<file path="config.mk">
export PLATFORM = sky130hd
export DESIGN_NAME = spi_master_scheduler
export DESIGN_NICKNAME = d
export VERILOG_FILES = /design/src/rtl/spi_master_scheduler.sv
export SDC_FILE = /design/constraint.sdc
export NUM_CORES = 1
export LEC_CHECK = 0
export CAP_MARGIN = 20
export CORE_MARGIN = 3
export CORE_UTILIZATION = 40
export DETAILED_ROUTE_END_ITERATION = 7
export GPL_ROUTABILITY_DRIVEN = 0
export HOLD_SLACK_MARGIN = 0.05
export PLACE_DENSITY = 0.85
export SETUP_SLACK_MARGIN = 0.1
export SYNTH_ARGS = -nofsm -noshare
export SYNTH_HDL_FRONTEND = slang
export SYNTH_SLANG_ARGS = --single-unit
</file>
<file path="constraint.sdc">
create_clock -name clk -period 2.48 [get_ports clk]
set_clock_uncertainty 0.2 [all_clocks]
set_input_delay 0.372 -clock clk [delete_from_list [all_inputs] [get_ports clk]]
set_output_delay 0.372 -clock clk [all_outputs]
set_load 0.02 [all_outputs]
</file>
<file path="src/rtl/spi_master_scheduler.sv">
// Round-robin scheduler sharing one SPI master engine among N_REQ chip-select owners.
// Optional watchdog enabled with `define SPI_SCHED_TIMEOUT_EN (adds timeout_err).
module spi_master_scheduler #(
    parameter int N_REQ       = 3,
    parameter int Data_width  = 8,
    parameter int SETUP_CYC   = 2,
    parameter int HOLD_CYC    = 1,
    parameter int GAP_CYC     = 2,
    parameter int TIMEOUT_CYC = 1024
) (
    input  logic                        clk,
    input  logic                        rst,
    input  logic [N_REQ-1:0]            req,
    input  logic [N_REQ*Data_width-1:0] req_data,
    output logic [N_REQ-1:0]            gnt,
    output logic [N_REQ-1:0]            rsp_valid,
    output logic [Data_width-1:0]       rsp_data,
    output logic                        m_start,
    output logic [Data_width-1:0]       m_tx_data,
    input  logic                        m_busy,
    input  logic                        m_done,
    input  logic [Data_width-1:0]       m_rx_data,
    output logic [N_REQ-1:0]            cs_n,
    output logic                        sched_busy
`ifdef SPI_SCHED_TIMEOUT_EN
   ,output logic                        timeout_err
`endif
);
    localparam int MAXC = (SETUP_CYC > HOLD_CYC) ?
                          ((SETUP_CYC > GAP_CYC) ? SETUP_CYC : GAP_CYC) :
                          ((HOLD_CYC > GAP_CYC) ? HOLD_CYC : GAP_CYC);
    localparam int CW = (MAXC < 1) ? 1 : $clog2(MAXC + 1);
    localparam int PW = (N_REQ > 1) ? $clog2(N_REQ) : 1;

    typedef enum logic [2:0] {IDLE, ARB, SETUP, LAUNCH, WAIT, HOLD, GAP} state_t;

    state_t          state;
    logic [PW-1:0]   last;
    logic [CW-1:0]   cnt;
    logic [PW-1:0]   win;
    logic            found;

    // Search upward from last+1 with wrap, so the previous winner has lowest priority.
    always_comb begin
        win   = '0;
        found = 1'b0;
        for (int k = 1; k <= N_REQ; k++) begin
            if (!found && req[(int'(last) + k) % N_REQ]) begin
                found = 1'b1;
                win   = PW'((int'(last) + k) % N_REQ);
            end
        end
    end

`ifdef SPI_SCHED_TIMEOUT_EN
    localparam int TW = $clog2(TIMEOUT_CYC + 1);
    logic [TW-1:0] wd;
`endif

    always_ff @(posedge clk) begin
        if (rst) begin
            state      <= IDLE;
            last       <= PW'(N_REQ - 1);
            cnt        <= '0;
            gnt        <= '0;
            rsp_valid  <= '0;
            rsp_data   <= '0;
            m_start    <= 1'b0;
            m_tx_data  <= '0;
            cs_n       <= '1;
            sched_busy <= 1'b0;
`ifdef SPI_SCHED_TIMEOUT_EN
            wd          <= '0;
            timeout_err <= 1'b0;
`endif
        end else begin
            gnt       <= '0;
            rsp_valid <= '0;
            m_start   <= 1'b0;
            case (state)
                IDLE: begin
                    if (|req) begin
                        state      <= ARB;
                        sched_busy <= 1'b1;
                    end
                end
                ARB: begin
                    if (found) begin
                        gnt       <= N_REQ'(1) << win;
                        m_tx_data <= req_data[int'(win)*Data_width +: Data_width];
                        last      <= win;
                        cs_n      <= ~(N_REQ'(1) << win);
                        cnt       <= '0;
                        state     <= (SETUP_CYC == 0) ? LAUNCH : SETUP;
                    end else begin
                        state      <= IDLE;
                        sched_busy <= 1'b0;
                    end
                end
                SETUP: begin
                    if (int'(cnt) + 1 >= SETUP_CYC) begin
                        cnt   <= '0;
                        state <= LAUNCH;
                    end else begin
                        cnt <= cnt + 1'b1;
                    end
                end
                LAUNCH: begin
                    if (!m_busy) begin
                        m_start <= 1'b1;
                        state   <= WAIT;
                    end
                end
                WAIT: begin
                    if (m_done) begin
                        rsp_data  <= m_rx_data;
                        rsp_valid <= N_REQ'(1) << last;
                        cnt       <= '0;
                        state     <= (HOLD_CYC == 0) ? GAP : HOLD;
                    end
                end
                HOLD: begin
                    if (int'(cnt) + 1 >= HOLD_CYC) begin
                        cs_n  <= '1;
                        cnt   <= '0;
                        state <= GAP;
                    end else begin
                        cnt <= cnt + 1'b1;
                    end
                end
                GAP: begin
                    // With HOLD_CYC == 0 this is where cs_n first rises.
                    cs_n <= '1;
                    if (int'(cnt) + 1 >= GAP_CYC) begin
                        cnt        <= '0;
                        state      <= IDLE;
                        sched_busy <= 1'b0;
                    end else begin
                        cnt <= cnt + 1'b1;
                    end
                end
                default: state <= IDLE;
            endcase
`ifdef SPI_SCHED_TIMEOUT_EN
            timeout_err <= 1'b0;
            // Overrides the case above: a stuck engine ends the frame with an all-ones word.
            if (state == LAUNCH || state == WAIT) begin
                if (int'(wd) >= TIMEOUT_CYC && !(state == WAIT && m_done)) begin
                    timeout_err <= 1'b1;
                    rsp_valid   <= N_REQ'(1) << last;
                    rsp_data    <= '1;
                    m_start     <= 1'b0;
                    cnt         <= '0;
                    wd          <= '0;
                    state       <= (HOLD_CYC == 0) ? GAP : HOLD;
                end else begin
                    wd <= wd + 1'b1;
                end
            end else begin
                wd <= '0;
            end
`endif
        end
    end
endmodule

</file>
[Word-level counts from Yosys, hierarchy flattened]
Cells that the tools add are included.
Storage, ports and cells
  flip-flop bits (word level): 34
  logic and storage cells: 101
  output and inout bits: 27
Operators by class
  bitwise operators: 6
  order comparisons: 5
  shifts and indexed selects: 3
  reductions and logical operators: 19
  multiplexer cells: 36
  div/mod/pow operators: 3
  add/subtract/negate cells: 5
  equal/unequal tests: 14
Operator list (number)
  $lt A32 B4 Y1 const B: 3
  $mod A32 B3 Y32 const B: 3
  $ge A32 B2 Y1 const B: 1
  $mux W3: 8
  $shiftx A24 B6 Y8: 1
  $pmux W3 S7: 1
  $mux W2: 8
  $ne A2 B2 Y1 const B: 8
  $mux W1: 13
  $eq A3 B3 Y1 const B: 3
  $pmux W3 S3: 1
  $reduce_or A3 Y1: 3
  $pmux W2 S4: 1
  $add A2 B1 Y3 const B: 2
  $add A2 B2 Y3 const B: 2
  $bmux W1 S2: 3
  $eq A3 B2 Y1 const B: 2
  $reduce_and A3 Y1: 2
  $reduce_and A6 Y1: 1
  $reduce_bool A3 Y1: 2
  $shl A1 B2 Y3 const A: 2
  $not A1 Y1: 5
  $reduce_and A2 Y1: 2
  $reduce_and A4 Y1: 1
  10 further kinds: 13

[Logic depth before layout (Yosys ltp)]
Gate-level depths: netlist of run 1.
  word-level depth: 16
  mapped depth: 9

[Worst setup path after synthesis of run 1]
OpenSTA, ideal clock, no wires.
  path kind: register -> register
  from: register last[1]
  to: register cnt[1]
  buffers on the path: 2
  arrival: 2.322 ns
  data required time: 2.221 ns
  slack: -0.101 ns
  cell stages (with the launch flop): 10
  cell sequence: dfxtp_1 > inv_1 > ha_1 > buf_6 > mux2_4 > a21bo_1 > or4_1 > buf_2 > a2111oi_4 > a31o_1
On the way
  longest elaborated chain between the ends: 14
Ends and longest elaborated chain
  from (decl): line 38  | logic [PW-1:0] last;
  from (signal assigned): line 63  | last <= PW'(N_REQ - 1);
  from (signal assigned): line 91  | last <= win;
  $add A2 B1 Y3: line 48  | if (!found && req[(int'(last) + k) % N_REQ]) begin
  $mod A32 B3 Y32: line 48
  $bmux W1 S2: line 48
  $mux W1 (not written as such) (2 in a row): line 48
  $mux W1: line 48
  $logic_not A1 Y1: line 48
  $logic_and A1 B1 Y1: line 48
  $mux W1: line 48
  $logic_not A1 Y1: line 48
  $logic_and A1 B1 Y1: line 48
  $mux W1 *: line 48
  $ne A2 B2 Y1 (no line) *
  $reduce_and A3 Y1 (no line) *
  to (signal assigned): line 105  | cnt <= cnt + 1'b1;
  to (signal assigned): line 128  | cnt <= cnt + 1'b1;
  to (signal assigned): line 139  | cnt <= cnt + 1'b1;
  to (decl): line 39  | logic [CW-1:0] cnt;
Every way passes the cells marked *; elsewhere a longest branch is shown, timed or not. The select of a mux whose other input is x is not followed.
A chain may end at the register's enable or synchronous reset.

[Worst setup path after layout of run 1]
Ends and elaborated chain as after synthesis.

==> results of run 1 <==
## what timing repair did
item	4_1_cts	5_1_grt
pin swaps	0	4
hold buffers	0	0
cloned	0	1
setup buffers	0	3
resized for setup	5	20
endpoints found under the setup margin	7	20
## worst max path at each step
stage,start,to,slack (ns),depth (start not counted)
final,last[1],cnt[1],0.10,7
after floorplan,last[1],cnt[1],0.08,9
after CTS,last[0],cnt[1],0.09,7
after global routing,last[1],cnt[1],0.03,7
after detailed placement,req[0],cnt[1],-0.20,6
after global placement,req[0],cnt[1],-0.15,6
## cells by family after synthesis
kind of cell / synth area share
AND/OR/NAND/NOR: 0.2293
AO/OA/AOI/OAI: 0.2212
flip-flops: 0.3691
buffers and inverters: 0.05970
multiplexers: 0.08005
adder cells (fa/ha/maj): 0.04070
## layer usage
metal / global-route usage / share of wire
met1: 0.2294 / 0.43
met2: 0.3081 / 0.50
met3: 0.05882 / 0.064
met4: 0.05835 / 0.0091
met5: 0 / 0
## stage by stage
step                utilization  std cells  TNS, ns
global route             0.6599        345        0
CTS                      0.6278        341        0
finish                   0.6599        345        0
detailed placement       0.6032        333   -2.052
global placement         0.6032        333   -1.064
floorplan                     -        213        0
## cells in the final DEF (no fill, tap or decap), drive strengths merged, types with 2 or more instances in the layout
| cell | netlist | final |
|---|---|---|
| clkdlybuf4s50 | 0 | 64 |
| dfxtp | 34 | 34 |
| nand2 | 27 | 27 |
| buf | 5 | 21 |
| a21oi | 15 | 15 |
| nand2b | 12 | 12 |
| inv | 11 | 11 |
| mux2i | 11 | 11 |
| o21ai | 9 | 9 |
| nand3b | 8 | 8 |
| o221ai | 8 | 8 |
| clkbuf | 10 | 8 |
| nor2 | 6 | 6 |
| ha | 6 | 6 |
| a21o | 4 | 4 |
| nor4 | 4 | 4 |
| nor3 | 3 | 3 |
| mux2 | 3 | 3 |
| and3b | 3 | 3 |
| nor3b | 3 | 3 |
| nand4b | 2 | 2 |
| a21bo | 2 | 2 |
| a2111oi | 2 | 2 |
| o21a | 2 | 2 |
| nand3 | 2 | 2 |
| nor2b | 2 | 2 |
| a21boi | 2 | 2 |
| or3 | 2 | 2 |
| o32ai | 2 | 2 |
## layout make-up
| class | instances | share of cell area |
|---|---|---|
| Sequential cell | 34 | 0.2363 |
| Clock inverter | 1 | 0.001718 |
| Inverter | 11 | 0.01503 |
| Tap cell | 52 | 0.02234 |
| Clock buffer | 7 | 0.02964 |
| Timing Repair Buffer | 87 | 0.2925 |
| Multi-Input combinational cell | 153 | 0.4025 |
## worst register-to-register path, cell delays in order (launching register included)
cell	delay, ns
dfxtp_4	0.40
inv_4	0.06
ha_4	0.17
mux2_4	0.30
a21o_1	0.20
or4_4	0.55
a2111oi_4	0.31
a31o_1	0.13
## sequential cells by signal (all words and copies together) (netlist names)
register / cells
m_tx_data: 8
rsp_valid: 3
last: 2
sched_busy: 1
cnt: 2
m_start: 1
gnt: 3
state: 3
cs_n: 3
rsp_data: 8
## power by group through the flow
stage                     Clock (mW)  Sequential [mW]  Combinational [mW]
after floorplan                    0            0.743               0.488
after global placement             0            0.699               0.871
after detailed placement           0            0.702               0.883
after CTS                      0.427            0.692               0.913
after global routing           0.451            0.707                1.14
final                          0.423            0.700                1.06
==> impl_results.md, run 1 <==
* Post-DRT Antenna Nets at 0
* Worst EP arrival at 2.41 ns
* Port Buffers at 65
* Initial antenna violation count at 0
* Most frequent cell after synthesis: dfxtp_1
* Cell Area, Placed at 2663 um2
* CP cell instances: inv_4 -> ha_4 -> mux2_4 -> a21o_1 -> or4_4 -> a2111oi_4 -> a31o_1
* Hold Fails Final Rpt at 0
* Area of the multi-input gates at 1172 um2
* Final setup violation count at 0
* Crit start category: flip-flop
* Slowest CP cell: or4_4
* Net Sw Frac at 0.3540
* Number of global-route vias before repair at 1,706
* Final Max Slew Viols at 0
* Fmax at 420.2 MHz
* Setup crit end kind: flip-flop
* Most used DFF post-synth: dfxtp_1
* Family with the most delay on the worst path: compound AO/OA/AOI/OAI gates
* Worst Tran Pin Value at 0.4483 ns
* Initial core utilization at 0.4178
* Die area at 5461 um2
* Final period util at 0.9596
* DIE WIDTH at 73.90 um
* Post-Synthesis Cells at 213
* Syn_area_per_cell at 8.659 um2
* Max-capacitance violation count at 0
* Most frequent cells after synthesis: dfxtp_1 (34), nand2_1 (27), a21oi_1 (15)
* Power Total at 2.187 mW
* Critical path class: flip-flop to flip-flop
* Total CTS buffers at 5
* Netlist cell types at 45
* Gr ovfl total at 0
* Largest net degree at the start of global routing at 39
* Hold WS at 0.2586 ns
* Core area at 4414 um2
* HP Class: flip-flop to flip-flop
* # IOs at 66
* 1st-pass router iterations at 4
* Net switching power at 0.7740 mW
* Tot GR Track Use at 0.1859
* Sequential cell area at 688.2 um2
* R2R setup slack at 0.10 ns
* Skew-Pair Late Insertion Delay at 0.28 ns
* Post-synth top area share at 0.3691
* Post-synthesis sequential area ratio at 0.3691
* Vias at 1,855
* EDFF count, synth at 0
* Synth area leaders: dfxtp_1 (37%), mux2i_1 (6.0%), nand2_1 (5.5%), a21oi_1 (4.1%), ha_1 (4.1%)
* Hpwl dp at 3.588 mm
* Worst R2R Path Depth at 7
* DRT iter0 DRCs at 146
* Flop pwr share at 0.320
* Net count after synthesis at 258
* Worst R2R End: cnt[1]
* Hold_sp: rsp_data[7]
* Async set or reset register ratio after synthesis at 0
* CTS tree: built
* First-pass GRT wire length at 7.921 mm
* PD cells at 750.7 nW/um2
* Rows at 24
* Reg2reg start: last[1]
* Worst Slack Setup Final at 0.1001 ns
* # clock sinks at 34
* Avg WL per Cell at 15.22 um
* Gate power share at 0.486
* Min-Delay Endpoint: rsp_data[7]
* Crit path buffers/inverters at 1
* Biggest area consumer among synthesized cells: dfxtp_1
* Cell area after synthesis at 1844 um2
* Via/cell ratio at 5.377
* P&R area growth vs syn at 57.94%
* Critical Path RT at 2.51 ns
* Leakage Power at 1.130 nW
* Max incr delay on CP at 0.55 ns
* Status: finished, final reports clean
* Number of nets in the layout at 337
* Slew headroom at 0.6984
* Final WL at 5.250 mm
* Worst slack, placed at -0.1955 ns
* Clk slew on worst S/H paths at 0.07 ns
* FF+latch count, synth at 34
* Part of the power in the clock network at 0.194
* Layout cells sized above 1 at 0.1911
* Pint at 1.413 mW
* Minimum clock period at 2.380 ns
* Layout fillers at 364
* Die height at 73.90 um
* Longest Clk Path Bufs at 2
* Final Cell Area at 2913 um2
* RSZ-0062 raised after global routing: yes
* Yosys Warn Count at 0
* Max VDD drop at 0.4076 mV
* # diodes at 0
* # DRC at 0
* H-tree depth at 2
* Min-Delay Path Depth at 2
* CP Max Fanout at 6
* Clock Root Buffer: clkbuf_8
Note: power is estimated with default switching activity, not from simulation.
==> inputs of run 2 (changes only) <==
Settings changed: CORE_UTILIZATION 40 to 45, PLACE_DENSITY 0.85 to 0.89.
Clock period 2.48 ns to 2.9 ns, I/O delays scaled along.
==> run 2 against run 1 <==
Sequential share of layout area rose by 1.6 points. Final cell count fell by 5.5%. Sequential power fell by 16%. Cell area fell by 7.5%. Critical path type unchanged. First-iteration DRC count rose by 21%. Fmax fell by 12%.
==> impl_results.md, run 2 (synthesis gave the netlist of run 1 again) <==
* Status: finished, final reports clean
* Sequential cell area at 680.7 um2 (-1.1%)
* Longest Clk Path Bufs at 2 (unchanged)
* TNS Setup at 0 ns (unchanged)
* HP Class: flip-flop to flip-flop
* Worst Slack Setup Final at 0.2043 ns (+0.1042 ns)
* Tot GR Track Use at 0.1901 (+0.004142)
* Die height at 70.02 um (-5.3%)
* Via/cell ratio at 5.463 (+1.6%)
* Final WL at 4.737 mm (-9.8%)
* Port Buffers at 65 (unchanged)
* Largest net degree at the start of global routing at 39 (unchanged)
* Gr ovfl total at 0 (unchanged)
* Post-DRT Antenna Nets at 0 (unchanged)
* Fmax at 371.0 MHz (-12%)
* DRT iter0 DRCs at 177 (+21%)
* Final Cell Area at 2694 um2 (-7.5%)
* Minimum clock period at 2.696 ns (+0.3158 ns)
* Core area at 3799 um2 (-14%)
* Layout cells sized above 1 at 0.1007 (-0.09041)
* Critical Path RT at 2.94 ns (+0.43 ns)
* Final setup violation count at 0 (unchanged)
* Post-Layout Cell Count at 326 (-5.5%)
* Most common cell after layout, fill and taps aside: clkdlybuf4s50_1
* CP Max Fanout at 7 (+1)
* Critical path class: flip-flop to flip-flop
* Setup crit end kind: flip-flop
* Leakage Power at 1.046 nW (-7.4%)
* Setup bufs post-CTS at 0 (unchanged)
* Hold Fails Final Rpt at 0 (unchanged)
* Most frequent cells in the layout: clkdlybuf4s50_1 (65), dfxtp_1 (34), nand2_1 (27)
* Area of the multi-input gates at 1089 um2 (-7.2%)
* Slew headroom at 0.6919 (-0.006501)
* # IOs at 66 (unchanged)
* Power Total at 1.770 mW (-19%)
* P&R area growth vs syn at 46.06%
* # DRC at 0 (unchanged)
* Crit start category: flip-flop
* Max VDD drop at 0.3275 mV (-20%)
* Post-CTS resize count at 0 (-5)
* First-pass GRT wire length at 7.686 mm (-3.0%)
* Avg WL per Cell at 14.53 um (-4.5%)
* Final period util at 0.9296 (-0.03008)
* H-tree depth at 2 (unchanged)
* Layout fillers at 293 (-20%)
* 1st-pass router iterations at 4 (unchanged)
* Final core occ at 0.7092 (+0.04929)
* Clock Root Buffer: clkbuf_8
* Initial core utilization at 0.4855 (+0.06771)
* Die area at 4903 um2 (-10%)
* # diodes at 0 (unchanged)
* Final Max Slew Viols at 0 (unchanged)
* Biggest regs: m_tx_data x8, rsp_data x8
* Rows at 22 (-8.3%)
* Clk slew on worst S/H paths at 0.07 ns (about the same)
* Skew-Pair Late Insertion Delay at 0.29 ns (about the same)
* Hold Buf Count CTS at 0 (unchanged)
* RSZ-0062 raised after global routing: no
* Hold WS at 0.2513 ns (-0.007313 ns)
* Total CTS buffers at 5 (unchanged)
* Number of nets in the layout at 323 (-4.2%)
* # clock sinks at 34 (unchanged)
* CTS tree: built
* Worst EP arrival at 2.73 ns (+0.32 ns)
* Max-capacitance violation count at 0 (unchanged)
* Vias at 1,781 (-4.0%)
* Worst Tran Pin Value at 0.4616 ns (+0.01325 ns)
* PD cells at 657.0 nW/um2 (-12%)
* Initial antenna violation count at 0 (unchanged)
* Dpl cells at 319 (-4.2%)
* Cell Area, Placed at 2551 um2 (-4.2%)
* Worst slack, placed at 0.05164 ns (+0.2472 ns)
* DIE WIDTH at 70.02 um (-5.3%)
* Number of global-route vias before repair at 1,670 (-2.1%)
* Hpwl dp at 3.274 mm (-8.8%)
run 2: cell types whose count changed in the layout (fill, tap and decap cells not counted), sizes merged:
cell	before	now
buf	21	8
bufinv	0	1
clkbuf	8	6
clkdlybuf4s50	64	65
clkinv	1	0
dlymetal6s2s	1	0
run 2: power by group:
group | internal [mW] | total (mW) | leakage (nW) | switching [mW]
logic | 0.356 | 0.735 | 0.712 | 0.379
registers | 0.531 | 0.591 | 0.276 | 0.0601
clock network | 0.275 | 0.443 | 0.0573 | 0.169
run 2: final cells by class:
type / instances / share of cell area
Sequential cell: 34 / 0.2527
Tap cell: 48 / 0.02229
Inverter: 11 / 0.01533
Clock inverter: 1 / 0.01115
Clock buffer: 6 / 0.03065
Multi-Input combinational cell: 153 / 0.4041
Timing Repair Buffer: 73 / 0.2638
run 2: per-layer routing:
layer,vias to the layer above,routed length (um),GRT usage
met5,-,0,0
met4,0,80,0.06383
met3,11,392,0.07626
met2,75,2248,0.3012
met1,807,2014,0.2337
li1,888,-,-
run 2: critical path, cell delays in order (launching register included):
cell	delay [ns]
dfxtp_1	0.42
inv_1	0.11
ha_1	0.41
inv_1	0.18
a21bo_1	0.27
or4_4	0.56
a2111oi_4	0.36
a31o_1	0.13
run 2: path summary, 6_finish.rpt:
kind                from  cells past startpoint     endpoint  slack [ns]
max              last[0]                      7       cnt[1]        0.20
min          rsp_data[3]                      2  rsp_data[3]        0.25
max reg2reg      last[0]                      7       cnt[1]        0.20
min reg2reg  rsp_data[3]                      2  rsp_data[3]        0.25
